$ cat config.mk
export PLATFORM = sky130hd
export DESIGN_NAME = multicycle_ctrl
export DESIGN_NICKNAME = d
export VERILOG_FILES = /design/src/rtl/riscv_pkg.sv /design/src/rtl/mc_aludec.sv /design/src/rtl/multicycle_ctrl.sv
export SDC_FILE = /design/constraint.sdc
export NUM_CORES = 1
export LEC_CHECK = 0
export ABC_AREA = 1
export CAP_MARGIN = 5
export CELL_PAD_IN_SITES_DETAIL_PLACEMENT = 0
export CELL_PAD_IN_SITES_GLOBAL_PLACEMENT = 1
export CORE_MARGIN = 8
export CORE_UTILIZATION = 33
export DETAILED_ROUTE_END_ITERATION = 10
export GPL_TIMING_DRIVEN = 0
export HOLD_SLACK_MARGIN = 0.05
export PLACE_DENSITY = 0.8
export SLEW_MARGIN = 10
export SYNTH_ARGS = -nofsm -noshare
export SYNTH_HDL_FRONTEND = slang
export SYNTH_SLANG_ARGS = --single-unit
$ cat constraint.sdc
create_clock -name clk -period 1.89 [get_ports clk]
set_clock_uncertainty 0.1 [all_clocks]
set_input_delay 0.4725 -clock clk [delete_from_list [all_inputs] [get_ports clk]]
set_output_delay 0.4725 -clock clk [all_outputs]
set_load 0.005 [all_outputs]
$ cat src/rtl/riscv_pkg.sv
// Shared definitions for the multicycle RV32I core: opcodes, FSM states,
// datapath select codes and the per-state control word.
package riscv_pkg;

    localparam logic [6:0] OP_LW  = 7'b0000011;
    localparam logic [6:0] OP_SW  = 7'b0100011;
    localparam logic [6:0] OP_R   = 7'b0110011;
    localparam logic [6:0] OP_I   = 7'b0010011;
    localparam logic [6:0] OP_BEQ = 7'b1100011;
    localparam logic [6:0] OP_JAL = 7'b1101111;

    typedef enum logic [3:0] {
        S_FETCH    = 4'd0,
        S_DECODE   = 4'd1,
        S_MEMADR   = 4'd2,
        S_MEMREAD  = 4'd3,
        S_MEMWB    = 4'd4,
        S_MEMWRITE = 4'd5,
        S_EXECUTER = 4'd6,
        S_EXECUTEI = 4'd7,
        S_ALUWB    = 4'd8,
        S_BEQ      = 4'd9,
        S_JAL      = 4'd10,
        S_ERROR    = 4'd11
    } state_t;

    typedef enum logic [1:0] {
        ALUOP_ADD   = 2'b00,
        ALUOP_SUB   = 2'b01,
        ALUOP_FUNCT = 2'b10
    } aluop_t;

    localparam logic [2:0] ALU_ADD = 3'b000;
    localparam logic [2:0] ALU_SUB = 3'b001;
    localparam logic [2:0] ALU_AND = 3'b010;
    localparam logic [2:0] ALU_OR  = 3'b011;
    localparam logic [2:0] ALU_SLT = 3'b101;

    localparam logic [1:0] IMM_I = 2'b00;
    localparam logic [1:0] IMM_S = 2'b01;
    localparam logic [1:0] IMM_B = 2'b10;
    localparam logic [1:0] IMM_J = 2'b11;

    localparam logic [1:0] RES_ALUOUT    = 2'b00;
    localparam logic [1:0] RES_DATA      = 2'b01;
    localparam logic [1:0] RES_ALURESULT = 2'b10;

    localparam logic [1:0] SRCA_PC    = 2'b00;
    localparam logic [1:0] SRCA_OLDPC = 2'b01;
    localparam logic [1:0] SRCA_RS1   = 2'b10;

    localparam logic [1:0] SRCB_RS2  = 2'b00;
    localparam logic [1:0] SRCB_IMM  = 2'b01;
    localparam logic [1:0] SRCB_FOUR = 2'b10;

    typedef struct packed {
        logic       memReq;
        logic       memWrite;
        logic       adrSrc;
        logic       regWrite;
        logic       illegal;
        logic [1:0] resultSrc;
        logic [1:0] aluSrcA;
        logic [1:0] aluSrcB;
        logic [1:0] immSrc;
        aluop_t     aluOp;
    } ctrl_t;

    // Moore control word for a state; only MEMADR needs to know lw vs sw.
    function automatic ctrl_t stateOutputs(input state_t s, input logic isStore);
        ctrl_t c;
        c       = '0;
        c.aluOp = ALUOP_ADD;
        case (s)
            S_FETCH: begin
                c.memReq    = 1'b1;
                c.adrSrc    = 1'b0;
                c.aluSrcA   = SRCA_PC;
                c.aluSrcB   = SRCB_FOUR;
                c.resultSrc = RES_ALURESULT;
            end
            S_DECODE: begin
                c.aluSrcA = SRCA_OLDPC;
                c.aluSrcB = SRCB_IMM;
                c.immSrc  = IMM_B;
            end
            S_MEMADR: begin
                c.aluSrcA = SRCA_RS1;
                c.aluSrcB = SRCB_IMM;
                c.immSrc  = isStore ? IMM_S : IMM_I;
            end
            S_MEMREAD: begin
                c.memReq = 1'b1;
                c.adrSrc = 1'b1;
            end
            S_MEMWB: begin
                c.resultSrc = RES_DATA;
                c.regWrite  = 1'b1;
            end
            S_MEMWRITE: begin
                c.memReq   = 1'b1;
                c.memWrite = 1'b1;
                c.adrSrc   = 1'b1;
            end
            S_EXECUTER: begin
                c.aluSrcA = SRCA_RS1;
                c.aluSrcB = SRCB_RS2;
                c.aluOp   = ALUOP_FUNCT;
            end
            S_EXECUTEI: begin
                c.aluSrcA = SRCA_RS1;
                c.aluSrcB = SRCB_IMM;
                c.immSrc  = IMM_I;
                c.aluOp   = ALUOP_FUNCT;
            end
            S_ALUWB: begin
                c.resultSrc = RES_ALUOUT;
                c.regWrite  = 1'b1;
            end
            S_BEQ: begin
                c.aluSrcA   = SRCA_RS1;
                c.aluSrcB   = SRCB_RS2;
                c.aluOp     = ALUOP_SUB;
                c.resultSrc = RES_ALUOUT;
            end
            S_JAL: begin
                c.aluSrcA   = SRCA_OLDPC;
                c.aluSrcB   = SRCB_FOUR;
                c.resultSrc = RES_ALUOUT;
            end
            S_ERROR: begin
                c.illegal = 1'b1;
            end
            default: ;
        endcase
        return c;
    endfunction

    function automatic state_t decodeTarget(input logic [6:0] op);
        state_t t;
        case (op)
            OP_LW, OP_SW: t = S_MEMADR;
            OP_R:         t = S_EXECUTER;
            OP_I:         t = S_EXECUTEI;
            OP_BEQ:       t = S_BEQ;
            OP_JAL:       t = S_JAL;
            default:      t = S_ERROR;
        endcase
        return t;
    endfunction

endpackage

$ cat src/rtl/mc_aludec.sv
// ALU decoder: turns the FSM's ALUOp plus instruction fields into an ALU operation.
module mc_aludec
    import riscv_pkg::*;
(
    input  aluop_t     aluOp_i,
    input  logic [2:0] funct3_i,
    input  logic       funct7b5_i,
    input  logic       op5_i,
    output logic [2:0] aluControl_o
);

    // funct7b5 only selects sub for R-type; for I-type it is immediate bits.
    always_comb begin
        aluControl_o = ALU_ADD;
        case (aluOp_i)
            ALUOP_SUB: aluControl_o = ALU_SUB;
            ALUOP_FUNCT: begin
                case (funct3_i)
                    3'b000:  aluControl_o = (funct7b5_i & op5_i) ? ALU_SUB : ALU_ADD;
                    3'b010:  aluControl_o = ALU_SLT;
                    3'b110:  aluControl_o = ALU_OR;
                    3'b111:  aluControl_o = ALU_AND;
                    default: aluControl_o = ALU_ADD;
                endcase
            end
            default: aluControl_o = ALU_ADD;
        endcase
    end

endmodule

$ cat src/rtl/multicycle_ctrl.sv
// Control FSM for the multicycle RV32I core; sequences the shared memory port,
// ALU and staging registers, waiting on MemReady during fetch and data access.
module multicycle_ctrl
    import riscv_pkg::*;
(
    input  logic       clk,
    input  logic       reset,
    input  logic [6:0] op,
    input  logic [2:0] funct3,
    input  logic       funct7b5,
    input  logic       Zero,
    input  logic       MemReady,
    output logic       MemReq,
    output logic       MemWrite,
    output logic       AdrSrc,
    output logic       IRWrite,
    output logic       PCWrite,
    output logic       RegWrite,
    output logic [1:0] ResultSrc,
    output logic [1:0] ALUSrcA,
    output logic [1:0] ALUSrcB,
    output logic [1:0] ImmSrc,
    output logic [2:0] ALUControl,
    output logic       Illegal
);

    state_t state_q;
    state_t state_d;
    ctrl_t  ctrl_q;
    logic   inFetch;
    logic   inBeq;
    logic   inJal;

    always_comb begin
        state_d = state_q;
        case (state_q)
            S_FETCH:    state_d = MemReady ? S_DECODE : S_FETCH;
            S_DECODE:   state_d = decodeTarget(op);
            S_MEMADR:   state_d = (op == OP_SW) ? S_MEMWRITE : S_MEMREAD;
            S_MEMREAD:  state_d = MemReady ? S_MEMWB : S_MEMREAD;
            S_MEMWB:    state_d = S_FETCH;
            S_MEMWRITE: state_d = MemReady ? S_FETCH : S_MEMWRITE;
            S_EXECUTER: state_d = S_ALUWB;
            S_EXECUTEI: state_d = S_ALUWB;
            S_ALUWB:    state_d = S_FETCH;
            S_BEQ:      state_d = S_FETCH;
            S_JAL:      state_d = S_ALUWB;
            S_ERROR:    state_d = S_ERROR;
            default:    state_d = S_FETCH;
        endcase
    end

    // The control word for the state being entered is registered with it.
    always_ff @(posedge clk or negedge reset) begin
        if (!reset) begin
            state_q <= S_FETCH;
            ctrl_q  <= stateOutputs(S_FETCH, 1'b0);
        end else begin
            state_q <= state_d;
            ctrl_q  <= stateOutputs(state_d, op == OP_SW);
        end
    end

    assign inFetch = (state_q == S_FETCH);
    assign inBeq   = (state_q == S_BEQ);
    assign inJal   = (state_q == S_JAL);

    // Strobes are masked by the reset level so an in-flight access drops at once.
    assign MemReq    = ctrl_q.memReq & reset;
    assign MemWrite  = ctrl_q.memWrite & reset;
    assign RegWrite  = ctrl_q.regWrite & reset;
    assign IRWrite   = inFetch & MemReady & reset;
    assign PCWrite   = reset & ((inFetch & MemReady) | (inBeq & Zero) | inJal);
    assign Illegal   = ctrl_q.illegal;
    assign AdrSrc    = ctrl_q.adrSrc;
    assign ResultSrc = ctrl_q.resultSrc;
    assign ALUSrcA   = ctrl_q.aluSrcA;
    assign ALUSrcB   = ctrl_q.aluSrcB;
    assign ImmSrc    = ctrl_q.immSrc;

    mc_aludec u_aludec (
        .aluOp_i      (ctrl_q.aluOp),
        .funct3_i     (funct3),
        .funct7b5_i   (funct7b5),
        .op5_i        (op[5]),
        .aluControl_o (ALUControl)
    );

endmodule

==> run_results.csv, run 1 <==
group,metric,value,unit
run_status,status,"finished with violations",
run_status,violations,"negative setup slack",
placed_design,place_ws,-1207,ps
logic_synthesis,ys_seq_area_frac,0.4251,
die,initial_core_util,0.3405,
finish,antennaDiodeCount,0,
min_path,min_from,"MemReady",
die,die_w,74.45,um
timing,rsz0062_at_grt,"true",
clock_network,clk_pin_slew_worst_paths,100,ps
global_routing,grt_first_pass_wirelength,4367,um
clock_network,clk_latency,290,ps
die,die_h,74.45,um
pwr,switching_share,0.4064,
critical_path,worstSetupStartpoint,"ctrl_q[0]$_DFF_PN0_",
global_routing,overflow,0,
global_routing,antenna_found_initial,0,
min_path,hold_path_class,"in2reg",
pwr,p_seq_frac,0.299,
critical_path,critPathRequiredTime,1320,ps
routing,firstDrtPassIters,4,
routing,ant_nets,0,
placed_design,place_inst,220,
routing,viasPerCell,4.224,
finish,final_cell_mix,"inv_1 (30), nand2_1 (26), clkdlybuf4s50_1 (21), buf_4 (18), dfrtp_1 (15)",
critical_path,ff2ff_setup_slack,160,ps
routing,wl_per_cell,10.65,um
pwr,combPwrFrac,0.607,
logic_synthesis,synth_area,1127,um^2
routing,vias,1001,
clock_network,root_buffer,"clkbuf_4",
placed_design,placed_area,1505,um^2
routing,finalWirelength,2524,um
finish,layout.nets,209,
pwr,cellPowerDensity,1262,nW/um^2
global_routing,grt_use_total,0.09933,
global_routing,grt_max_degree,17,
critical_path,path_max_fanout,3,
finish,stdcell_count,237,
critical_path,crit_path_start_kind,"flop",
pwr,clkPwrFrac,0.094,
die,dieArea,5542,um^2
logic_synthesis,yosysWarningCount,0,
timing,drv_slew,0,
logic_synthesis,synth_top_area_frac,0.3552,
clock_network,tritoncts,"built",
routing,drc,0,
finish,drive_above_1_share,0.3141,
logic_synthesis,yosys.area.top_type,"dfrtp_1",
finish,layout_commonest_cell,"inv_1",
timing,hold_viol_final,0,
timing,finalCritPeriodShare,1.069,
finish,synthToLayoutAreaGrowth,48.06,%
clock_network,clock-sinks,19,
die,std_cell_rows,21,
pwr,p_leak,0.9209,nW
logic_synthesis,synth_cell_types,21,
logic_synthesis,synthCells,142,
pwr,peakVddDrop,730.9,uV
critical_path,r2r_cells,10,
critical_path,worstSetupPathType,"reg2out",
critical_path,r2r-start,"state_q[1]$_DFF_PN0_",
placed_design,place_hpwl,1872,um
global_routing,grt.busiest_layer,"met2",
pwr,netSwitchingPower,0.8560,mW
critical_path,endpoint_kind,"primary output",
placed_design,place_congestion,0.8134,
placed_design,io_buffers,32,
logic_synthesis,synth.area.top_cells,"dfrtp_1 (36%), inv_1 (10%), nand2_1 (8.7%)",
die,coreArea,3311,um^2
timing,max_slew.worst_pin.slew,706.6,ps
pwr,p_int,1.250,mW
timing,setup-tns-final,-269.0,ps
timing,fin_crit,2020,ps
finish,stdcell_area,1669,um^2
routing,drt_iter0_markers,49,
logic_synthesis,syn_nets,159,
clock_network,cts_buffers,3,
global_routing,grt_pass1_vias,1004,
global_routing,met1_usage,0.1103,
timing,slew_headroom,0.5274,
critical_path,worstPathArrival,1450,ps
min_path,min_path_cells,3,
global_routing,use_met3,0.04178,
min_path,holdPathEnd,"ResultSrc[0]$_DFF_PN0_",
global_routing,met2_usage,0.1742,
logic_synthesis,syn_area_per_cell,7.939,um^2
die,pin_count,33,
clock_network,h-tree-depth,1,
clock_network,cts_buffer_depth,2,
timing,setup_viol,4,
job,cap_violations,0,
critical_path,reg2reg_to,"ALUSrcA[1]$_DFF_PN0_",
timing,timing.fmax,495.1,MHz
timing,setup_ws,-129.9,ps
logic_synthesis,synth-seq-cells,19,
-- flip-flops by register name, summed over array words and instances, names as in the netlist --
name / count
ctrl_q: 5
Illegal: 1
ResultSrc: 2
AdrSrc: 1
ALUSrcB: 2
ImmSrc: 2
state_q: 4
ALUSrcA: 2
-- per-stage QoR --
step,total power [mW],util,hold slack (ps)
after floorplan,1.384,-,76.91
after global placement,1.720,0.4546,543.4
after detailed placement,1.739,0.4546,546.7
after CTS,2.052,0.4868,573.4
after global routing,2.304,0.5042,592.8
final,2.106,0.5042,572.8
-- critical path, cell delays in order (launching register included) --
cell and delay (ps):
dfrtp_1 360, inv_1 40, ha_1 290, inv_2 90
nand3_1 90, o221ai_2 150, buf_2 140
-- area by class of cell --
class | count | area [um^2]
clock buffer | 4 | 26.28
sequential | 19 | 480.5
timing repair buffer | 45 | 400.4
inverter | 32 | 120.1
fill | 329 | 1642
buffer | 8 | 60.06
multi-input combinational | 83 | 524.3
tap | 46 | 57.56
-- worst max-delay path by stage --
| stage | end |
|---|---|
| floorplan | ALUControl[0] |
| global placement | PCWrite |
| detailed placement | PCWrite |
| CTS | ALUControl[0] |
| finish | ALUControl[0] |
| global route | ALUControl[0] |
-- power by group through the flow --
stage,Sequential [mW],Combinational [mW],Clock (mW)
after global routing,0.640,1.44,0.228
after CTS,0.630,1.22,0.204
after global placement,0.650,1.07,0
final,0.629,1.28,0.198
after detailed placement,0.651,1.09,0
after floorplan,0.638,0.746,0
-- timing repair --
action,in CTS,in global routing
resized for setup,36,11
hold buffers,2,0
pin swaps,3,3
setup endpoints to repair,10,14
endpoints found under the hold margin,16,0
buffers inserted,8,3
-- cell usage after synthesis --
cell / n
a21oi_1: 2
o22ai_1: 1
nor3_1: 2
nor2_4: 4
dfstp_2: 3
dfrtp_1: 16
nand3_4: 2
and3_1: 1
nor2_2: 3
buf_4: 8
ha_1: 2
nand2_2: 3
nor2_1: 14
nand3_1: 16
nand2_1: 26
o21ai_0: 1
nand3_2: 4
o21ai_2: 1
inv_2: 1
o221ai_1: 1
inv_1: 31
-- logic make-up after synthesis --
logic type,after synthesis,share of synthesized area
compound gates,6,0.03441
fa+ha+maj,2,0.02219
buf+inv,40,0.1598
flops,19,0.4251
simple gates,75,0.3585
-- per-layer routing --
| metal | up-vias | wire length (um) | share of wire |
|---|---|---|---|
| met5 | - | 0 | 0 |
| met4 | 0 | 0 | 0 |
| met3 | 0 | 201 | 0.080 |
| met2 | 22 | 1250 | 0.50 |
| met1 | 456 | 1071 | 0.42 |
| li1 | 523 | - | - |
Note: power is estimated with default switching activity, not from simulation.
==> inputs of run 2 (changes only) <==
GPL_TIMING_DRIVEN = default   (was 0)
==> run 2 against run 1 <==
Net effect: the flow still finishes with violations (negative setup slack); worst setup slack got worse by 61 ps; via count rose by 5.9%; cell area grew 5.4%; critical path depth unchanged; critical path type unchanged; largest cell class is now buffers; largest power group unchanged; highest routed layer is now met4.
==> run_results.csv, run 2 (synthesis results as in run 1) <==
group,metric,value,unit
routing,drt_iter0_markers,19,
pwr,clkPwrFrac,0.092,
critical_path,worstPathArrival,1510,ps
pwr,cellPowerDensity,1227,nW/um^2
global_routing,antenna_found_initial,0,
global_routing,grt_first_pass_wirelength,4374,um
finish,stdcell_count,250,
finish,multi_input_area,511.7,um^2
critical_path,crit_path_start_kind,"flop",
timing,setup-tns-final,-494.1,ps
routing,drc,0,
placed_design,placed_area,1610,um^2
timing,finalCritPeriodShare,1.101,
pwr,p_int,1.290,mW
clock_network,cts_buffers,3,
clock_network,h-tree-depth,1,
finish,stdcell_area,1759,um^2
global_routing,grt_use_total,0.1011,
finish,antennaDiodeCount,0,
timing,rsz0062_at_grt,"true",
die,die_w,74.45,um
placed_design,io_buffers,32,
global_routing,grt_max_degree,11,
pwr,netSwitchingPower,0.8680,mW
pwr,p_seq_frac,0.289,
pwr,peakVddDrop,630.0,uV
timing,holdWs,121.1,ps
finish,layout.nets,222,
critical_path,worstSetupStartpoint,"ctrl_q[0]$_DFF_PN0_",
placed_design,place_ws,-526.9,ps
run_status,status,"finished with violations",
timing,setup_viol,3,
die,coreArea,3311,um^2
die,std_cell_rows,21,
placed_design,place_congestion,0.7725,
die,dieArea,5542,um^2
critical_path,ff2ff_setup_slack,170,ps
routing,viasPerCell,4.240,
finish,drive_above_1_share,0.3578,
pwr,combPwrFrac,0.619,
clock_network,cts_buffer_depth,2,
routing,finalWirelength,2713,um
clock_network,clk_latency,290,ps
clock_network,root_buffer,"clkbuf_4",
placed_design,place_inst,234,
finish,synthToLayoutAreaGrowth,56.05,%
timing,drv_slew,0,
routing,ant_nets,0,
timing,max_slew.worst_pin.slew,185.9,ps
placed_design,place_hpwl,2147,um
clock_network,clk_pin_slew_worst_paths,100,ps
routing,vias,1060,
critical_path,cp_cell_sequence,"inv_1, ha_1, inv_2, nand3_4, o221ai_2, buf_2",
timing,timing.fmax,480.6,MHz
routing,wl_per_cell,10.85,um
die,pin_count,33,
die,die_h,74.45,um
finish,reg.largest.list,"ctrl_q (5), state_q (4)",
finish,largest_register,"ctrl_q",
routing,firstDrtPassIters,4,
finish,final_cell_mix,"buf_4 (30), inv_1 (29), nand2_1 (26), clkdlybuf4s50_1 (20), dfrtp_1 (16)",
run_status,violations,"negative setup slack",
timing,setup_ws,-190.7,ps
critical_path,path_max_fanout,3,
pwr,p_leak,1.013,nW
clock_network,clock-sinks,19,
critical_path,critPathRequiredTime,1320,ps
finish,largest_register_ffs,5,
finish,regArea,479.2,um^2
pwr,p_total,2.158,mW
timing,slew_headroom,0.8748,
job,cap_violations,0,
global_routing,overflow,0,
finish,nFillCells,331,
critical_path,r2r-start,"state_q[1]$_DFF_PN0_",
timing,fin_crit,2081,ps
global_routing,grt_pass1_vias,1032,
timing,hold_viol_final,0,
clock_network,tritoncts,"built",
finish,layout_commonest_cell,"buf_4",
critical_path,slowest_delay,370,ps
critical_path,worstSetupPathType,"reg2out",
critical_path,crit_path_top_delay_cell,"dfrtp_1",
critical_path,endpoint_kind,"primary output",
die,initial_core_util,0.3405,
min_path,hold_path_class,"in2async",
pwr,switching_share,0.4022,
finish,fin_util,0.5314,
==> run 2: changes by cell type in the layout (fill, tap and decap cells not counted), sizes merged <==
cell,delta
buf,+13
dlymetal6s2s,+2
clkbuf,+1
clkdlybuf4s50,-1
dlygate4sd2,-1
dlygate4sd3,-1
==> run 2: power by group through the flow <==
stage	Sequential, mW	Clock, mW	Combinational (mW)
CTS	0.622	0.206	1.26
floorplan	0.638	0	0.746
detailed placement	0.643	0	1.21
finish	0.624	0.198	1.34
global placement	0.640	0	1.18
global route	0.634	0.224	1.48
==> run 2: worst paths after layout <==
kind,to,cells past startpoint
max,ALUControl[0],6
min,AdrSrc$_DFF_PN0_,3
max reg2reg,ctrl_q[14]$_DFF_PN1_,11
min reg2reg,ImmSrc[1]$_DFF_PN0_,4
max in group asynchronous,ImmSrc[1]$_DFF_PN0_,3
min in group clk,ImmSrc[1]$_DFF_PN0_,4
==> run 2: critical path: cells and delay by family (launching register included) <==
family          cells  cell delay, ps
compound gates      1             170
buf+inv             3             300
simple gates        1              90
fa+ha+maj           1             300
flops               1             370
==> run 2: cell type report <==
cell class	count	area share
repair buffers	66	0.3193
multi-input cells	83	0.2909
flip-flops and latches	19	0.2724
inverters	32	0.06970
well taps	46	0.03272
clock buffers	4	0.01494
==> run 2: repair_timing <==
item | CTS | global route
setup endpoints to repair | 10 | 14
hold buffers | 1 | 0
resized for setup | 30 | 16
hold endpoints to repair | 7 | 0
pin swaps | 5 | 6
setup buffers | 7 | 4
cloned | 0 | 0
==> run 2: layer usage <==
| metal | track usage | up-vias | wire length (um) |
|---|---|---|---|
| li1 | - | 551 | - |
| met1 | 0.1028 | 479 | 1059 |
| met2 | 0.1810 | 24 | 1419 |
| met3 | 0.04178 | 6 | 189 |
| met4 | 0.03478 | 0 | 44 |
| met5 | 0 | - | 0 |
==> inputs of run 3 (changes only) <==
MAX_ROUTING_LAYER = met4   (was default)
PLACE_DENSITY = default   (was 0.8)
PLACE_DENSITY_LB_ADDON = 0.08   (was default)
==> run 3 against run 2 <==
Net effect: the flow still finishes with violations (negative setup slack); cell area up 3.8%; flip-flop and latch count unchanged; register-to-register slack got worse by 60 ps; sequential power decreased by 1%; via count is 0.28% higher; clock-buffer cell count fell by 1; sequential share of layout area down 1.0 points; critical path type unchanged.
==> run_results.csv, run 3 (synthesis results as in run 1) <==
group,metric,value,unit
run_status,status,"finished with violations",
run_status,violations,"negative setup slack",
critical_path,critPathRequiredTime,1320,ps
min_path,hold_path_class,"in2async",
finish,drive_above_1_share,0.4078,
finish,antennaDiodeCount,0,
clock_network,tritoncts,"built",
routing,viasPerCell,4.218,
global_routing,grt_pass1_vias,1044,
global_routing,antenna_found_initial,0,
die,dieArea,5542,um^2
critical_path,r2r_cells,11,
clock_network,cts_buffer_depth,2,
finish,reg.largest.list,"ctrl_q (5), state_q (4)",
pwr,p_leak,1.069,nW
finish,largest_register,"ctrl_q",
routing,wl_per_cell,11.48,um
finish,regArea,479.2,um^2
global_routing,grt_use_total,0.1066,
critical_path,worstSetupPathType,"reg2out",
routing,ant_nets,0,
timing,slew_headroom,0.8411,
routing,drt_iter0_markers,22,
finish,largest_register_ffs,5,
timing,finalCritPeriodShare,1.068,
clock_network,cts_buffers,3,
placed_design,place_hpwl,2089,um
global_routing,overflow,0,
finish,stdcell_count,252,
critical_path,worstPathArrival,1450,ps
routing,finalWirelength,2894,um
finish,final_cell_mix,"buf_4 (33), inv_1 (30), nand2_1 (22), clkdlybuf4s50_1 (20), dfrtp_1 (16)",
timing,setup_ws,-128.7,ps
routing,drc,0,
routing,vias,1063,
die,std_cell_rows,21,
clock_network,clk_latency,300,ps
die,initial_core_util,0.3405,
critical_path,ff2ff_setup_slack,110,ps
global_routing,grt_max_degree,12,
pwr,cellPowerDensity,1342,nW/um^2
die,pin_count,33,
finish,nFillCells,329,
global_routing,grt_first_pass_wirelength,4443,um
critical_path,path_max_fanout,3,
finish,multi_input_area,573.1,um^2
placed_design,place_congestion,0.8254,
placed_design,place_inst,236,
critical_path,endpoint_kind,"primary output",
timing,holdWs,83.17,ps
die,die_h,74.45,um
critical_path,crit_path_start_kind,"flop",
timing,max_slew.worst_pin.slew,238.4,ps
placed_design,place_ws,-507.8,ps
placed_design,io_buffers,32,
job,cap_violations,0,
clock_network,h-tree-depth,1,
finish,synthToLayoutAreaGrowth,62.04,%
clock_network,root_buffer,"clkbuf_4",
finish,layout_commonest_cell,"buf_4",
timing,fin_crit,2019,ps
timing,drv_slew,0,
finish,layout.nets,224,
clock_network,clk_pin_slew_worst_paths,120,ps
timing,rsz0062_at_grt,"true",
pwr,peakVddDrop,640.8,uV
routing,firstDrtPassIters,4,
timing,timing.fmax,495.4,MHz
timing,setup_viol,4,
clock_network,clock-sinks,19,
die,coreArea,3311,um^2
timing,hold_viol_final,0,
die,die_w,74.45,um
[run 3: cell types whose count changed in the layout (fill, tap and decap cells not counted), moves of 3 or more]
cell,previous run,this run
nand2_1,26,22
buf_4,30,33
nand3_1,14,11
nand3_2,5,8
nand2_2,3,6
[run 3: per-stage QoR]
stage / TNS [ps] / instance area, um^2 / power [mW] / util
final: -294.1 / 1827 / 2.452 / 0.5518
after CTS: -355.6 / 1709 / 2.199 / 0.5163
after floorplan: 0 / 1127 / 1.384 / -
after global routing: -661.9 / 1827 / 2.648 / 0.5518
after global placement: -5988 / 1625 / 1.866 / 0.4909
after detailed placement: -6146 / 1625 / 1.886 / 0.4909
[run 3: power by group]
group / switching (mW) / internal (mW)
sequential: 0.0499 / 0.565
combinational: 0.852 / 0.778
clock: 0.129 / 0.0788
total: 1.03 / 1.42
[run 3: path summary, 6_finish.rpt]
path	to	start
max	ALUControl[0]	ctrl_q[0]$_DFF_PN0_
min	AdrSrc$_DFF_PN0_	reset
max reg2reg	ALUSrcB[1]$_DFF_PN1_	state_q[3]$_DFF_PN0_
min reg2reg	ImmSrc[1]$_DFF_PN0_	state_q[0]$_DFF_PN0_
max in group asynchronous	ALUSrcB[1]$_DFF_PN1_	reset
min in group clk	ImmSrc[1]$_DFF_PN0_	MemReady
[run 3: what timing repair did]
action,CTS,global route
setup endpoints to repair,9,16
buffers inserted,9,2
hold endpoints to repair,13,0
pin swaps,5,11
cloned,0,1
gates resized for setup,31,25
hold buffers,1,0
[run 3: worst max-delay path: stages (launching register included)]
cell      delay [ps]
dfrtp_1          360
inv_1             50
ha_1             290
inv_2             70
nand3_2           90
o221ai_2         160
buf_2            140
[run 3: cell type report]
cell class                 instances  share of cell area
inverter                          32             0.06575
clock inverter                     1            0.002740
tap                               46             0.03151
clock buffer                       3             0.01233
multi-input combinational         84              0.3137
timing repair buffer              67              0.3116
sequential                        19              0.2623
[run 3: layer usage]
metal / part of all wire / wire length (um) / vias to the layer above / GRT usage
li1: - / - / 556 / -
met1: 0.42 / 1208 / 485 / 0.1138
met2: 0.53 / 1543 / 20 / 0.1897
met3: 0.043 / 125 / 2 / 0.03100
met4: 0.0055 / 16 / 0 / 0.02174
met5: 0 / 0 / - / -
